[config.mk]
export PLATFORM = sky130hd
export DESIGN_NAME = led_blink_sequencer
export DESIGN_NICKNAME = d
export VERILOG_FILES = /design/src/rtl/led_blink_sequencer.sv
export SDC_FILE = /design/constraint.sdc
export NUM_CORES = 1
export LEC_CHECK = 0
export ABC_CLOCK_PERIOD_IN_PS = 1900
export BUFFER_PORTS_ARGS = -buffer_cell sky130_fd_sc_hd__buf_2
export CORE_UTILIZATION = 45
export CTS_BUF_LIST = sky130_fd_sc_hd__clkbuf_2
export CTS_CLUSTER_DIAMETER = 100
export CTS_CLUSTER_SIZE = 20
export DETAILED_ROUTE_END_ITERATION = 12
export PLACE_DENSITY_LB_ADDON = 0.1
export SLEW_MARGIN = 25
export SYNTH_ARGS = -nofsm -noshare
export SYNTH_HDL_FRONTEND = slang
export SYNTH_SLANG_ARGS = --single-unit
export TNS_END_PERCENT = 30
[constraint.sdc]
create_clock -name i_clk -period 1.9 [get_ports i_clk]
set_input_delay 0.475 -clock i_clk [delete_from_list [all_inputs] [get_ports i_clk]]
set_output_delay 0.475 -clock i_clk [all_outputs]
set_load 0.01 [all_outputs]
[src/rtl/led_blink_sequencer.sv]
// LED pattern sequencer driven by timer ticks: off, solid, continuous blink, or N-blink burst + gap + done.
// Optional PWM dimming of lit phases when LED_PWM_DIM_EN is defined.
module led_blink_sequencer #(
  parameter int ON_TICKS  = 2,
  parameter int OFF_TICKS = 2,
  parameter int GAP_TICKS = 8,
  parameter int CNT_W     = 4,
  parameter int PH_W      = 8,
  parameter int PWM_W     = 4,
  parameter int PWM_DUTY  = 8
) (
  input  logic             i_clk,
  input  logic             i_rst,
  input  logic             i_tick_in,
  input  logic             i_cfg_valid,
  output logic             o_cfg_ready,
  input  logic [1:0]       i_cfg_mode,
  input  logic [CNT_W-1:0] i_cfg_blinks,
  output logic             o_led,
  output logic             o_busy,
  output logic             o_done
);

  // state    | meaning
  // S_IDLE   | LED off, waiting for config
  // S_SOLID  | LED steadily on
  // S_ON_PH  | lit half of a blink
  // S_OFF_PH | dark half of a blink
  // S_GAP    | quiet period after the last burst blink
  typedef enum logic [2:0] {
    S_IDLE   = 3'd0,
    S_SOLID  = 3'd1,
    S_ON_PH  = 3'd2,
    S_OFF_PH = 3'd3,
    S_GAP    = 3'd4
  } state_t;

  state_t           r_state, w_state_nxt;
  logic [PH_W-1:0]  r_phase, w_phase_nxt;
  logic [CNT_W-1:0] r_bcnt, w_bcnt_nxt;
  logic [CNT_W-1:0] r_nblk, w_nblk_nxt;
  logic             r_burst, w_burst_nxt;
  logic             r_led, r_busy, r_done, r_ready;
  logic             w_done_nxt, w_ready_nxt, w_on_nxt, w_led_nxt, w_accept;

  assign w_accept = i_cfg_valid & r_ready;

  always_comb begin
    w_state_nxt = r_state;
    w_phase_nxt = r_phase;
    w_bcnt_nxt  = r_bcnt;
    w_nblk_nxt  = r_nblk;
    w_burst_nxt = r_burst;
    w_done_nxt  = 1'b0;
    if (w_accept) begin
      // accept has priority: any coincident tick is dropped
      w_phase_nxt = '0;
      w_bcnt_nxt  = '0;
      w_burst_nxt = 1'b0;
      case (i_cfg_mode)
        2'd0: w_state_nxt = S_IDLE;
        2'd1: w_state_nxt = S_SOLID;
        2'd2: w_state_nxt = S_ON_PH;
        default: begin
          if (i_cfg_blinks != '0) begin
            w_state_nxt = S_ON_PH;
            w_burst_nxt = 1'b1;
            w_nblk_nxt  = i_cfg_blinks;
          end else begin
            w_state_nxt = S_IDLE;
            w_done_nxt  = 1'b1;
          end
        end
      endcase
    end else if (i_tick_in) begin
      case (r_state)
        S_ON_PH: begin
          if (r_phase == PH_W'(ON_TICKS - 1)) begin
            w_phase_nxt = '0;
            w_state_nxt = S_OFF_PH;
            if (r_burst) w_bcnt_nxt = r_bcnt + CNT_W'(1);
          end else begin
            w_phase_nxt = r_phase + PH_W'(1);
          end
        end
        S_OFF_PH: begin
          if (r_phase == PH_W'(OFF_TICKS - 1)) begin
            w_phase_nxt = '0;
            w_state_nxt = (r_burst && (r_bcnt == r_nblk)) ? S_GAP : S_ON_PH;
          end else begin
            w_phase_nxt = r_phase + PH_W'(1);
          end
        end
        S_GAP: begin
          if (r_phase == PH_W'(GAP_TICKS - 1)) begin
            w_phase_nxt = '0;
            w_state_nxt = S_IDLE;
            w_burst_nxt = 1'b0;
            w_done_nxt  = 1'b1;
          end else begin
            w_phase_nxt = r_phase + PH_W'(1);
          end
        end
        default: ;
      endcase
    end
  end

  assign w_on_nxt    = (w_state_nxt == S_SOLID) || (w_state_nxt == S_ON_PH);
  assign w_ready_nxt = (w_state_nxt == S_IDLE) || (w_state_nxt == S_SOLID) ||
                       (((w_state_nxt == S_ON_PH) || (w_state_nxt == S_OFF_PH)) && !w_burst_nxt);

`ifdef LED_PWM_DIM_EN
  logic [PWM_W-1:0] r_pwm;
  logic [PWM_W-1:0] w_pwm_nxt;

  assign w_pwm_nxt = r_pwm + PWM_W'(1);
  assign w_led_nxt = w_on_nxt & (32'(w_pwm_nxt) < $unsigned(PWM_DUTY));

  always_ff @(posedge i_clk) begin
    if (i_rst) r_pwm <= '0;
    else       r_pwm <= w_pwm_nxt;
  end
`else
  assign w_led_nxt = w_on_nxt;
`endif

  always_ff @(posedge i_clk) begin
    if (i_rst) begin
      r_state <= S_IDLE;
      r_phase <= '0;
      r_bcnt  <= '0;
      r_nblk  <= '0;
      r_burst <= 1'b0;
      r_led   <= 1'b0;
      r_busy  <= 1'b0;
      r_done  <= 1'b0;
      r_ready <= 1'b1;
    end else begin
      r_state <= w_state_nxt;
      r_phase <= w_phase_nxt;
      r_bcnt  <= w_bcnt_nxt;
      r_nblk  <= w_nblk_nxt;
      r_burst <= w_burst_nxt;
      r_led   <= w_led_nxt;
      r_busy  <= (w_state_nxt != S_IDLE);
      r_done  <= w_done_nxt;
      r_ready <= w_ready_nxt;
    end
  end

  assign o_led       = r_led;
  assign o_busy      = r_busy;
  assign o_done      = r_done;
  assign o_cfg_ready = r_ready;

endmodule
Yosys cells after proc, flatten, opt, wreduce, memory -nomap -nowiden
Cells that the tools add are included.

operators by class
  add/subtract/negate cells = 2
  multipliers = 0
  divide/modulo/power cells = 0
  order comparisons = 0
  equal/unequal tests = 11
  shifts and indexed selects = 0
  mux-type cells = 24
  bitwise operators = 2
  reduce and logical (&&, ||, !) cells = 18

operator list
  kind                   count
  $mux W3                6
  $mux W8                2
  $pmux W8 S2            1
  $eq A3 B2 Y1 const B   4
  $mux W1                12
  $pmux W3 S3            1
  $add A8 B1 Y8 const B  1
  $eq A8 B1 Y1 const B   1
  $eq A8 B3 Y1 const B   1
  $pmux W2 S3            1
  $add A4 B1 Y4 const B  1
  $eq A4 B4 Y1           1
  $logic_or A1 B1 Y1     4
  $reduce_and A4 Y1      1
  $reduce_bool A4 Y1     1
  $reduce_or A2 Y1       2
  $eq A3 B1 Y1 const B   1
  $eq A3 B3 Y1 const B   1
  $logic_not A3 Y1       1
  $reduce_and A3 Y1      1
  $reduce_bool A3 Y1     1
  $reduce_or A3 Y1       1
  $eq A2 B1 Y1 const B   1
  $eq A2 B2 Y1 const B   1
  8 further kinds        9

word-level totals
  flip-flop bits (word level) = 24
  latch bits = 0
  bits in writable memories = 0
  memory bits (read-only) = 0
  logic and storage cells = 66
  memories = 0

Longest topological paths before layout
Gate-level depths: netlist (run 1).

  word-level depth = 11
  mapped depth = 8
  gate-level depth less buffers = 8

Worst setup path after synthesis (run 1)
OpenSTA, ideal clock, no wires.

  path kind = reg-to-reg
  start = register r_phase[0]
  end = register r_bcnt[3]
  arrival = 1.717 ns
  path slack = 0.059 ns
  stages on the path, launching flop included = 8
  buffers on the path = 0
  period minus slack after synthesis = 1.841 ns
  path through = dfxtp_1 -> ha_1 -> or4bb_1 -> nor3_2 -> and4b_4 -> and4_1 -> xnor2_1 -> nor2_1

between the ends
  word-level cells in the longest chain between the ends = 2

RTL lines
  what                                RTL line  text
  start: declaration                  39        logic [PH_W-1:0] r_phase, w_phase_nxt;
  start signal: assignment            141       r_phase <= w_phase_nxt;
  $eq A8 B1 Y1                        78        if (r_phase == PH_W'(ON_TICKS - 1)) begin
  $reduce_and A4 Y1 (no source line)  n/a
  end signal: assignment              142       r_bcnt <= w_bcnt_nxt;
  end: declaration                    40        logic [CNT_W-1:0] r_bcnt, w_bcnt_nxt;

No other way between the ends.
A chain may end at the register's enable or synchronous reset.

Worst setup path after layout (run 1)
  start = register r_phase[1]
  end = register r_bcnt[3]

The elaborated chain is that of the path after synthesis.

==> results.json, run 1 <==
{
  "drv_cap": 0,
  "clkTransAtPathRegs_ps": 200,
  "drv_slew": 0,
  "hold_violations": 0,
  "floorplan.die_area_um2": 2850,
  "vdd_drop_max_mv": 0.426,
  "clock_latency_ps": 320,
  "outcome": "completed",
  "p_leak_nw": 0.566,
  "clock-root-buffer": "clkbuf_2",
  "cts_sinks": 24,
  "antenna_cells": 0,
  "synth_async_sr_flop_share_pct": 0,
  "ys_warn_count": 0,
  "min_path_type": "in2reg",
  "antenna_left": 0,
  "multi_input_area_um2": 703,
  "p_per_area_nw_per_um2": 556,
  "synth-main-ff-cell": "dfxtp_1",
  "gr-total-overflow": 0,
  "initial_core_util_pct": 48.0,
  "worstPathMaxFanout": 4,
  "layout-drive-gt1-share_pct": 26.1,
  "numCtsBuffers": 3,
  "design.core.area_um2": 2480,
  "final_util_pct": 57.2,
  "grt_usage_pct": 19.7,
  "fin_crit_sh_pct": 96.9,
  "first_iter_violations": 11,
  "criticalPathCategory": "reg2reg",
  "crit_path_end_kind": "flip-flop",
  "synthSimpleGateAreaFrac_pct": 30.3,
  "via_per_inst": 5.37,
  "worstPathCellList": "inv_2 -> ha_4 -> or4bb_1 -> nor3_2 -> and4b_4 -> and4_1 -> xnor2_1 -> nor2_1",
  "post-route-min-period_ps": 1840,
  "cts.path.max_buffers": 2,
  "final_nets": 176,
  "vias": 1026,
  "syn_area_per_cell_um2": 8.74,
  "synth_compound_area_share_pct": 12.0,
  "antenna_found_initial": 0,
  "ys_seq_area_share_pct": 40.4,
  "cts_tree": "yes",
  "dp.final_hpwl_um": 1840,
  "fp.dieH_um": 53.4,
  "synth_fa_ha_area_share_pct": 3.16,
  "setup_violations": 0,
  "synthMuxAreaShare_pct": 0.842,
  "drtPass1Iterations": 4,
  "synthCells": 136,
  "critical_path_arrival_ps": 2090,
  "synth_xor_area_share_pct": 11.1,
  "most-common-layout-cells": "22 x nor2_1, 22 x dfxtp_1, 14 x buf_4",
  "synth_edf_count": 0,
  "totalWireLength_um": 2400,
  "syn_area_um2": 1190,
  "ys_types": 40,
  "ys_seq_elements": 24,
  "total_power_w": 0.000787,
  "synth_top_family_by_area": "simple AND/OR/NAND/NOR gates",
  "routabilityCongestion": 0.757,
  "htreeDepth": 1,
  "ios": 14,
  "fp.dieW_um": 53.4,
  "slowest_delay_ps": 400,
  "grt_setup_unrepaired": "yes",
  "worst_pin_slew_ps": 409,
  "slowest_stage": "or4bb_1",
  "n_fill_cell": 244,
  "ctsHoldBuffers": 0,
  "grt_pass1_vias": 963,
  "clock_skew_ps": 4.89,
  "max_freq_ghz": 0.543,
  "layout.area.seq_um2": 483,
  "io_buffer_count": 13,
  "fin_tns_setup_ps": 0,
  "startpoint_type": "flip-flop",
  "post_drt_wl_per_cell_um": 12.6,
  "grt_pass1_wl_um": 4020,
  "rows": 18,
  "relSlewSlack_pct": 72.4,
  "grt_max_degree": 13,
  "drc": 0,
  "syn_to_final_growth_pct": 19.2,
  "cp.required_ps": 2150,
  "synth_fp_nets": 149
}
## metrics by stage
step	hold WS, ps	setup slack (ps)	cell area [um^2]	std cells
after floorplan	448	58.7	1190	136
after global placement	465	-39.0	1370	187
final	375	58.9	1420	191
after detailed placement	466	-52.8	1370	187
after global routing	351	-39.6	1420	191
after CTS	350	1.81	1390	190
## critical path, delay by kind of cell, from the launching register on
family / cells / cell delay (ps)
fa+ha+maj: 1 / 120
buf+inv: 1 / 60
xor+xnor: 1 / 110
flops: 1 / 370
simple gates: 5 / 1110
## cells in the mapped netlist, drive strengths merged (2+ instances only)
library cell  count  share of area [%]
and4              2                1.5
ha                3                3.2
nand2            13                4.1
a22oi             2                1.3
inv               2               0.63
xor2              8                5.9
a31oi             2                1.1
nand3             4                1.7
nor2             22                6.9
a21oi             8                3.4
nor4              2                2.3
nand2b            3                1.6
xnor2             7                5.2
clkbuf            4                1.3
dfxtp            24                 40
and3              2                1.1
nor3              4                2.1
nor2b             2                1.1
nand4             3                1.6
## registers in the layout, indices dropped and copies added (netlist names)
name and flops:
o_done 1, o_led 1, o_cfg_ready 1, r_bcnt 4, r_phase 8, r_state 3, r_burst 1, o_busy 1
r_nblk 4
## worst paths after layout
kind	from	to	slack (ps)	cells after the start
setup / recovery	r_phase[1]$_SDFFE_PP0P_	r_bcnt[3]$_SDFFE_PP0P_	60	8
hold / removal	i_cfg_blinks[0]	r_nblk[0]$_SDFFE_PP0P_	380	3
setup reg to reg	r_phase[1]$_SDFFE_PP0P_	r_bcnt[3]$_SDFFE_PP0P_	60	8
hold reg to reg	r_nblk[1]$_SDFFE_PP0P_	r_nblk[1]$_SDFFE_PP0P_	490	2
## kinds of logic (layout without fill, tap and decap cells)
kind of cell / after synthesis / count (layout)
AND/OR/NAND/NOR: 65 / 65
flip-flops: 24 / 24
AO/OA/AOI/OAI: 21 / 21
XOR/XNOR: 15 / 15
buffers and inverters: 7 / 32
adder cells (fa/ha/maj): 3 / 3
multiplexers: 1 / 1
## layer usage
layer,GRT usage (%),routed length [um],vias up
li1,-,-,526
met1,22.3,1120,476
met2,35.2,1150,20
met3,2.59,82,4
met4,10.5,47,0
met5,0,0,-
## area by class of cell
class / count / share of cell area [%]
multi-input combinational: 105 / 49.6
sequential: 24 / 34.1
timing repair buffer: 27 / 12.0
tap: 30 / 2.65
clock buffer: 3 / 1.06
inverter: 2 / 0.530
## where the power goes
| group | switching (W) | internal (W) |
|---|---|---|
| Clock | 0.000139 | 0.0000430 |
| Sequential | 0.00000714 | 0.000515 |
| Combinational | 0.0000441 | 0.0000390 |
| Total | 0.000190 | 0.000597 |
## what timing repair did
item / CTS / global route
gates resized for setup: 0 / 7
endpoints found under the setup margin: 0 / 5
setup buffers: 0 / 1
Note: power is estimated with default switching activity, not from simulation.
==> run 2, diff against run 1 <==
==> constraint.sdc (replaced) <==
create_clock -name i_clk -period 1.9 [get_ports i_clk]
set_input_delay 0.38 -clock i_clk [delete_from_list [all_inputs] [get_ports i_clk]]
set_output_delay 0.38 -clock i_clk [all_outputs]
set_load 0.01 [all_outputs]
==> results.json, run 2 (synthesis results as in run 1) <==
{
  "outcome": "completed",
  "critical_path_arrival_ps": 2150,
  "antenna_cells": 0,
  "post_drt_wl_per_cell_um": 11.9,
  "criticalPathCategory": "reg2reg",
  "crit_path_end_kind": "flip-flop",
  "grt_max_degree": 14,
  "fp.dieH_um": 53.4,
  "relSlewSlack_pct": 72.6,
  "setup_violations": 0,
  "fin_tns_setup_ps": 0,
  "dpl_cell_area_um2": 1370,
  "cts.path.max_buffers": 2,
  "clock-root-buffer": "clkbuf_2",
  "worstPathMaxFanout": 4,
  "vias": 1016,
  "drv_cap": 0,
  "final_cell_area_um2": 1440,
  "first_iter_violations": 23,
  "grt_usage_pct": 18.2,
  "clock_latency_ps": 320,
  "totalWireLength_um": 2320,
  "largest_reg_flops": 8,
  "antenna_left": 0,
  "startpoint_type": "flip-flop",
  "max_freq_ghz": 0.530,
  "antenna_found_initial": 0,
  "cts_tree": "yes",
  "worst_pin_slew_ps": 405,
  "numCtsBuffers": 3,
  "min_path_type": "in2reg",
  "cp.required_ps": 2160,
  "hold_violations": 0,
  "max_flop_register": "r_phase",
  "design.core.area_um2": 2480,
  "clock_skew_ps": 22.3,
  "p_per_area_nw_per_um2": 550,
  "routabilityCongestion": 0.757,
  "clkTransAtPathRegs_ps": 220,
  "dp.final_hpwl_um": 1780,
  "syn_to_final_growth_pct": 21.3,
  "drtPass1Iterations": 4,
  "rows": 18,
  "cts_sinks": 24,
  "most-common-layout-cells": "22 x nor2_1, 22 x dfxtp_1, 15 x buf_4",
  "fin_crit_sh_pct": 99.3,
  "fp.dieW_um": 53.4,
  "grt_setup_unrepaired": "yes",
  "vdd_drop_max_mv": 0.378,
  "io_buffer_count": 13,
  "grt_pass1_wl_um": 3730,
  "final_nets": 178,
  "gr-total-overflow": 0,
  "htreeDepth": 1,
  "via_per_inst": 5.24,
  "drv_slew": 0,
  "drc": 0,
  "ios": 14,
  "grt_pass1_vias": 900,
  "post-route-min-period_ps": 1890,
  "layout-drive-gt1-share_pct": 27.4,
  "p_leak_nw": 0.580,
  "floorplan.die_area_um2": 2850,
  "initial_core_util_pct": 48.0,
  "largest_registers": "r_phase (8), r_bcnt (4), r_nblk (4)"
}
==> run 2: critical path, cell delays in order, from the launching register on <==
cell and delay (ps):
dfxtp_2 370, inv_2 60, ha_4 120, or4bb_1 400
nor3_2 190, and4b_4 290, and4_1 220, xnor2_1 120
nor2_1 60
==> run 2: path summary, 6_finish.rpt <==
path / depth (start not counted) / to / start / slack [ps]
max: 8 / r_bcnt[3]$_SDFFE_PP0P_ / r_phase[1]$_SDFFE_PP0P_ / 10
min: 3 / r_nblk[0]$_SDFFE_PP0P_ / i_cfg_blinks[0] / 270
max reg2reg: 8 / r_bcnt[3]$_SDFFE_PP0P_ / r_phase[1]$_SDFFE_PP0P_ / 10
min reg2reg: 2 / r_nblk[0]$_SDFFE_PP0P_ / r_nblk[0]$_SDFFE_PP0P_ / 500
==> run 2: repair_timing <==
action,4_1_cts,5_1_grt
endpoints found under the setup margin,0,6
hold buffers,0,0
resized for setup,0,9
setup buffers,0,3
hold endpoints to repair,0,0
==> run 2: layer usage <==
metal | share of wire (%) | GRT usage (%)
met2 | 48 | 31.0
met3 | 3.1 | 2.87
met5 | 0 | 0
met4 | 0.82 | 8.33
met1 | 48 | 21.9
==> run 2: layout make-up <==
class / instances / area, um^2
Clock inverter: 1 / 3.75
Sequential cell: 24 / 483
Timing Repair Buffer: 29 / 189
Multi-Input combinational cell: 105 / 706
Fill cell: 237 / 1040
Inverter: 2 / 7.51
Tap cell: 30 / 37.5
Clock buffer: 3 / 15.0
==> run 2: stage by stage <==
stage / util [%] / hold slack (ps) / total power [W] / setup slack (ps) / std cells
final: 58.2 / 273 / 0.000793 / 13.1 / 194
after global routing: 58.2 / 225 / 0.000836 / -86.4 / 194
after CTS: 56.1 / 250 / 0.000804 / 1.01 / 191
after detailed placement: 55.3 / 462 / 0.000615 / 14.7 / 187
after global placement: 55.3 / 465 / 0.000613 / 47.9 / 187
after floorplan: - / 448 / 0.000579 / 58.7 / 136
==> run 2: power breakdown <==
part	switching, W	internal (W)
logic	0.0000461	0.0000412
registers	0.00000513	0.000515
clock network	0.000139	0.0000458
